File: config.mk
export PLATFORM = sky130hd
export DESIGN_NAME = fp_div_seq
export DESIGN_NICKNAME = d
export VERILOG_FILES = /design/src/rtl/fp_div_seq.sv
export SDC_FILE = /design/constraint.sdc
export NUM_CORES = 1
export LEC_CHECK = 0
export CAP_MARGIN = 20
export CORE_AREA = 8 8 159 161
export DETAILED_ROUTE_END_ITERATION = 10
export DIE_AREA = 0 0 167 169
export GPL_TIMING_DRIVEN = 0
export MAX_ROUTING_LAYER = met4
export PLACE_DENSITY = 0.63
export RECOVER_POWER = 50
export SYNTH_ARGS = -nofsm -noshare
export SYNTH_HDL_FRONTEND = slang
export SYNTH_SLANG_ARGS = --single-unit
File: constraint.sdc
create_clock -name clk -period 3.95 [get_ports clk]
set_input_delay 0.79 -clock clk [delete_from_list [all_inputs] [get_ports clk]]
set_output_delay 0.79 -clock clk [all_outputs]
set_load 0.005 [all_outputs]
File: src/rtl/fp_div_seq.sv
// fp_div_seq: sequential floating-point divider (restoring, one quotient bit
// per cycle). Same operand format as the combinational fp multiplier:
// {sign, EXP_W biased exponent, FRAC_W fraction}, hidden leading 1,
// truncated fraction, raw biased exponent exposed on exp_sum.
// Optional feature macro: FPDIV_SPECIAL_EN (zero/Inf/NaN classification with
// a short path straight to DONE and a registered div_by_zero flag).
module fp_div_seq #(
   parameter int EXP_W  = 8,
   parameter int FRAC_W = 23,
   parameter int BIAS   = 127
) (
   input  logic                      clk,
   input  logic                      rst_n,
   input  logic                      start,
   input  logic [EXP_W+FRAC_W:0]     flp_a,
   input  logic [EXP_W+FRAC_W:0]     flp_b,
   output logic                      busy,
   output logic                      done,
   output logic [EXP_W+FRAC_W:0]     quot,
   output logic [EXP_W+1:0]          exp_sum,
   output logic                      div_by_zero
);

   localparam int W  = 1 + EXP_W + FRAC_W;   // operand / result width
   localparam int MW = FRAC_W + 1;           // mantissa with hidden 1
   localparam int RW = FRAC_W + 3;           // partial remainder width
   localparam int QW = FRAC_W + 2;           // quotient bits produced
   localparam int CW = $clog2(QW + 1);       // iteration counter width
   localparam logic [CW-1:0]      LAST_CNT = CW'(QW - 1);
   localparam logic [EXP_W+1:0]   BIAS_V   = (EXP_W + 2)'(BIAS);

   typedef enum logic [1:0] {
      S_IDLE = 2'd0,
      S_DIV  = 2'd1,
      S_NORM = 2'd2,
      S_DONE = 2'd3
   } state_t;

   state_t              state_r;
   logic                busy_r;
   logic                done_r;
   logic [W-1:0]        quot_r;
   logic [EXP_W+1:0]    exp_sum_r;
   logic [CW-1:0]       cnt_r;
   logic                sign_r;
   logic [EXP_W-1:0]    ea_r;
   logic [EXP_W-1:0]    eb_r;
   logic [MW-1:0]       b_man_r;
   logic [RW-1:0]       rem_r;
   logic [QW-1:0]       q_r;

   logic                rem_ge_s;
   logic [RW-1:0]       rem_sub_s;
   logic [RW-1:0]       rem_next_s;
   logic [EXP_W+1:0]    exp_hi_s;
   logic [EXP_W+1:0]    exp_sel_s;
   logic [FRAC_W-1:0]   frac_sel_s;

   // One restoring-division step and the normalisation selection.
   always_comb begin
      rem_ge_s   = (rem_r >= {2'b00, b_man_r});
      rem_sub_s  = rem_r - {2'b00, b_man_r};
      if (rem_ge_s) begin
         rem_next_s = {rem_sub_s[RW-2:0], 1'b0};
      end else begin
         rem_next_s = {rem_r[RW-2:0], 1'b0};
      end
      // Unsigned arithmetic modulo 2^(EXP_W+2) yields the signed result bits.
      exp_hi_s = {2'b00, ea_r} + BIAS_V - {2'b00, eb_r};
      if (q_r[QW-1]) begin
         exp_sel_s  = exp_hi_s;
         frac_sel_s = q_r[FRAC_W:1];
      end else begin
         exp_sel_s  = exp_hi_s - {{(EXP_W+1){1'b0}}, 1'b1};
         frac_sel_s = q_r[FRAC_W-1:0];
      end
   end

`ifdef FPDIV_SPECIAL_EN
   logic          dbz_r;
   logic          special_s;
   logic [W-1:0]  spec_quot_s;
   logic          spec_dbz_s;
   logic          za_s, zb_s, ia_s, ib_s, na_s, nb_s, sgn_s;

   // Operand classification: exponent 0 is zero, all-ones is Inf/NaN.
   always_comb begin
      sgn_s = flp_a[W-1] ^ flp_b[W-1];
      za_s  = (flp_a[W-2:FRAC_W] == {EXP_W{1'b0}});
      zb_s  = (flp_b[W-2:FRAC_W] == {EXP_W{1'b0}});
      ia_s  = (flp_a[W-2:FRAC_W] == {EXP_W{1'b1}});
      ib_s  = (flp_b[W-2:FRAC_W] == {EXP_W{1'b1}});
      na_s  = ia_s && (flp_a[FRAC_W-1:0] != {FRAC_W{1'b0}});
      nb_s  = ib_s && (flp_b[FRAC_W-1:0] != {FRAC_W{1'b0}});
      special_s   = za_s || zb_s || ia_s || ib_s;
      spec_dbz_s  = 1'b0;
      spec_quot_s = {W{1'b0}};
      if (na_s || nb_s || (za_s && zb_s) || (ia_s && ib_s)) begin
         // Invalid operation: canonical quiet NaN.
         spec_quot_s = {1'b0, {EXP_W{1'b1}}, 1'b1, {(FRAC_W-1){1'b0}}};
         spec_dbz_s  = zb_s;
      end else if (zb_s) begin
         spec_quot_s = {sgn_s, {EXP_W{1'b1}}, {FRAC_W{1'b0}}};
         spec_dbz_s  = 1'b1;
      end else if (za_s || ib_s) begin
         spec_quot_s = {sgn_s, {EXP_W{1'b0}}, {FRAC_W{1'b0}}};
      end else if (ia_s) begin
         spec_quot_s = {sgn_s, {EXP_W{1'b1}}, {FRAC_W{1'b0}}};
      end else begin
         spec_quot_s = {W{1'b0}};
      end
   end

   assign div_by_zero = dbz_r;
`else
   assign div_by_zero = 1'b0;
`endif

   // Control FSM, iterative datapath and registered outputs.
   always_ff @(posedge clk or negedge rst_n) begin
      if (!rst_n) begin
         state_r   <= S_IDLE;
         busy_r    <= 1'b0;
         done_r    <= 1'b0;
         quot_r    <= {W{1'b0}};
         exp_sum_r <= {(EXP_W+2){1'b0}};
         cnt_r     <= {CW{1'b0}};
         sign_r    <= 1'b0;
         ea_r      <= {EXP_W{1'b0}};
         eb_r      <= {EXP_W{1'b0}};
         b_man_r   <= {MW{1'b0}};
         rem_r     <= {RW{1'b0}};
         q_r       <= {QW{1'b0}};
`ifdef FPDIV_SPECIAL_EN
         dbz_r     <= 1'b0;
`endif
      end else begin
         done_r <= 1'b0;
         case (state_r)
            S_IDLE: begin
               if (start) begin
                  sign_r  <= flp_a[W-1] ^ flp_b[W-1];
                  ea_r    <= flp_a[W-2:FRAC_W];
                  eb_r    <= flp_b[W-2:FRAC_W];
                  b_man_r <= {1'b1, flp_b[FRAC_W-1:0]};
                  rem_r   <= {2'b01, flp_a[FRAC_W-1:0]};
                  q_r     <= {QW{1'b0}};
                  cnt_r   <= {CW{1'b0}};
`ifdef FPDIV_SPECIAL_EN
                  dbz_r   <= 1'b0;
                  if (special_s) begin
                     quot_r  <= spec_quot_s;
                     dbz_r   <= spec_dbz_s;
                     state_r <= S_DONE;
                  end else begin
                     busy_r  <= 1'b1;
                     state_r <= S_DIV;
                  end
`else
                  busy_r  <= 1'b1;
                  state_r <= S_DIV;
`endif
               end
            end
            S_DIV: begin
               rem_r <= rem_next_s;
               q_r   <= {q_r[QW-2:0], rem_ge_s};
               if (cnt_r == LAST_CNT) begin
                  state_r <= S_NORM;
               end else begin
                  cnt_r <= cnt_r + {{(CW-1){1'b0}}, 1'b1};
               end
            end
            S_NORM: begin
               quot_r    <= {sign_r, exp_sel_s[EXP_W-1:0], frac_sel_s};
               exp_sum_r <= exp_sel_s;
               busy_r    <= 1'b0;
               state_r   <= S_DONE;
            end
            S_DONE: begin
               done_r  <= 1'b1;
               state_r <= S_IDLE;
            end
            default: begin
               busy_r  <= 1'b0;
               state_r <= S_IDLE;
            end
         endcase
      end
   end

   assign busy    = busy_r;
   assign done    = done_r;
   assign quot    = quot_r;
   assign exp_sum = exp_sum_r;

endmodule
==> impl_metrics.json <==
{
  "status": "complete, but fails checks",
  "violations": "capacitance limit, slew limit",
  "drt-pass1-iter-count": 4,
  "dpl.hpwl_microns": 14940,
  "diodes": 0,
  "pwr-share-clk_pct": 16.0,
  "wire_per_inst_microns": 16.30,
  "p_switching_mw": 4.502,
  "slew_headroom_pct": -53.76,
  "root_buffer": "clkbuf_16",
  "routed_wirelength_microns": 20280,
  "grt_usage_pct": 15.26,
  "cts-hold-fix-buffers": 0,
  "vias_per_cell": 5.108,
  "critPathRequiredTime_ns": 4.31,
  "min_period_ns": 2.928,
  "leakage_nw": 4.431,
  "r2r_cells": 9,
  "vias": 6354,
  "path_max_fanout": 10,
  "cts_tree": "yes",
  "tns_ns": 0,
  "synth_seq_cells": 135,
  "drt.antenna.violating_nets": 0,
  "power_frac_seq_pct": 23.2,
  "yosys_most_used_dff": "dfrtp_1",
  "setup_viol": 0,
  "die_h_microns": 169,
  "crit_slowest_cell": "clkbuf_1",
  "std_cell_rows": 56,
  "internal_power_mw": 5.815,
  "netlist_area_sq_mm": 0.007801,
  "holdPathStages": 2,
  "syn_to_final_growth_pct": 26.77,
  "fill_cells": 2206,
  "post_cts_resized": 0,
  "min_path_type": "reg -> reg",
  "layout.cells.most_common_list": "dfrtp_1 (135), clkdlybuf4s50_1 (109), nand2_1 (84), a21oi_1 (79), nor2_1 (62)",
  "powerDensity_mw_per_mm2": 1043,
  "synth_edf_count": 0,
  "final_core_util_pct": 43.16,
  "maxCapViolCount": 1,
  "rr_endpoint": "rem_r[20]$_DFFE_PN0P_",
  "syn_inst": 811,
  "ys_types": 71,
  "gp_congestion": 0.8757,
  "core_region_area_sq_mm": 0.02291,
  "arrival_ns": 3.29,
  "reg2reg_from": "state_r[1]$_DFFE_PN0P_",
  "remaining_drc_errors": 0,
  "r2r_slack_ns": 1.02,
  "yosysWarnings": 0,
  "cts_buffer_depth": 2,
  "fmax_ghz": 0.3415,
  "drive_gt1_share_pct": 12.05,
  "grt_overflow": 0,
  "final_nets": 1056,
  "cp_cell_sequence": "inv_1, ha_1, inv_1, o21ai_0, clkbuf_1, o21ai_0, a31oi_1, a21oi_1, nor2_1",
  "rsz0062_at_grt": "no",
  "crit_type": "reg -> reg",
  "start_util_pct": 34.05,
  "clk_latency_ns": 0.43,
  "post-cts-setup-buffers": 0,
  "clock-skew-final_ns": 0.008028,
  "fin_crit_sh_pct": 74.14,
  "slew_viol_final": 39,
  "syn_area_per_cell_sq_um": 9.619,
  "die_w_microns": 167,
  "min-delay-start": "b_man_r[23]$_DFFE_PN0P_",
  "setup.worst_path.end_class": "flop",
  "htree_levels": 4,
  "drt_iter0_drc": 406,
  "irDropWorstVdd_mv": 0.4712,
  "p_sw_share_pct": 43.64,
  "cts_made_buffers": 17,
  "critPathLaunchType": "flop",
  "total_power_mw": 10.32,
  "comb_power_share_pct": 60.8,
  "die_area_sq_mm": 0.02822,
  "ys_seq_area_share_pct": 43.30,
  "clk_pin_slew_worst_paths_ns": 0.07,
  "crit_path_max_incr_delay_ns": 0.59,
  "async_reset_ff_share_pct": 100.0,
  "grt_pass1_vias": 6522,
  "worst_pin_slew_ns": 2.306,
  "clock_sinks": 135,
  "hold_end": "b_man_r[23]$_DFFE_PN0P_",
  "antenna_found_initial": 0,
  "io_pins": 112,
  "final_common_cell": "dfrtp_1",
  "portBuffers": 110,
  "grt_max_degree": 98,
  "synth_fp_nets": 926,
  "grt_pass1_wl_microns": 33780,
  "finalHoldViolations": 0
}
## cells by family after synthesis
| kind of cell | Yosys count | share of synthesized area [%] |
|---|---|---|
| and+or+nand+nor | 242 | 14.84 |
| xor gates and xnor gates | 30 | 3.368 |
| other | 1 | 0.04807 |
| muxes | 71 | 9.799 |
| buffers and inverters | 91 | 5.180 |
| AOI/OAI and AO/OA | 193 | 15.57 |
| DFF | 135 | 43.30 |
| adders and majority gates | 48 | 7.891 |
## routing by layer
| layer | track usage [%] | vias up | share of wire [%] |
|---|---|---|---|
| met4 | 3.917 | 0 | 1.3 |
| met1 | 18.93 | 3062 | 46 |
| met2 | 24.42 | 160 | 48 |
| li1 | - | 3106 | - |
| met3 | 4.053 | 26 | 5.1 |
| met5 | - | - | 0 |
## worst max path at each step
stage / slack, ns / depth (start not counted) / endpoint / startpoint
floorplan: 1.25 / 10 / exp_sum[9]$_DFFE_PN0P_ / ea_r[1]$_DFFE_PN0P_
global placement: -3.54 / 1 / rem_r[7]$_DFFE_PN0P_ / rst_n
detailed placement: 0.86 / 5 / ea_r[3]$_DFFE_PN0P_ / start
CTS: 1.04 / 10 / exp_sum[9]$_DFFE_PN0P_ / ea_r[1]$_DFFE_PN0P_
global route: 0.82 / 9 / rem_r[20]$_DFFE_PN0P_ / state_r[1]$_DFFE_PN0P_
finish: 1.02 / 9 / rem_r[20]$_DFFE_PN0P_ / state_r[1]$_DFFE_PN0P_
## metrics by stage
stage / area [sq um] / hold slack [ns] / setup slack, ns / instances
after CTS: 9897 / 0.2608 / 1.040 / 1244
final: 9889 / 0.4620 / 1.022 / 1244
after floorplan: 7801 / 0.4181 / 1.247 / 811
after global routing: 9889 / 0.5145 / 0.8223 / 1244
after global placement: 9265 / 0.4389 / -3.537 / 1211
after detailed placement: 9294 / 0.4467 / 0.8580 / 1212
## critical path, delay by kind of cell (launching register included)
family          cells  cell delay [ns]
compound gates      4             1.02
flops               1             0.40
simple gates        1             0.12
buf+inv             3             0.94
fa+ha+maj           1             0.39
## Yosys cell counts, drive strengths merged (3+ instances only)
cell type	n	area, sq um
a211o	4	35.03
a211oi	5	55.05
a21o	16	120.1
a21oi	84	439.2
a31oi	8	50.05
and3	16	105.1
and4	3	28.78
buf	23	148.9
clkbuf	23	86.33
dfrtp	135	3378
ha	46	575.6
inv	45	168.9
mux2	43	484.2
mux2i	28	280.3
nand2	84	315.3
nand2b	3	18.77
nand3	32	160.2
nand4	4	31.28
nor2	63	239.0
nor2b	9	56.30
nor3	8	40.04
o21a	6	45.04
o21ai	41	212.7
o21bai	4	30.03
o22ai	5	31.28
or3	5	36.28
or4	3	22.52
xnor2	22	192.7
xor2	8	70.07
## final cells by class
| class | count | area, sq um | share of cell area (%) |
|---|---|---|---|
| Inverter | 45 | 168.9 | 1.708 |
| Clock inverter | 15 | 177.7 | 1.797 |
| Multi-Input combinational cell | 585 | 4019 | 40.64 |
| Timing Repair Buffer | 111 | 1122 | 11.35 |
| Sequential cell | 135 | 3378 | 34.16 |
| Buffer | 46 | 235.2 | 2.379 |
| Clock buffer | 17 | 425.4 | 4.302 |
| Tap cell | 290 | 362.8 | 3.669 |
## flip-flops by register name (all words and copies together) (netlist names)
register,count
b_man_r,24
busy,1
cnt_r,5
done,1
ea_r,8
eb_r,8
exp_sum,2
q_r,25
quot,32
rem_r,26
sign_r,1
state_r,2
## power by group through the flow
stage               Sequential, mW  Clock, mW  Combinational [mW]
finish                        2.39       1.65                6.28
global route                  2.48       1.75                7.03
CTS                           2.39       1.69                6.29
detailed placement            2.41          0                6.25
global placement              2.39          0                6.17
floorplan                     2.32          0                4.56
(Power assumes the default switching activity.)
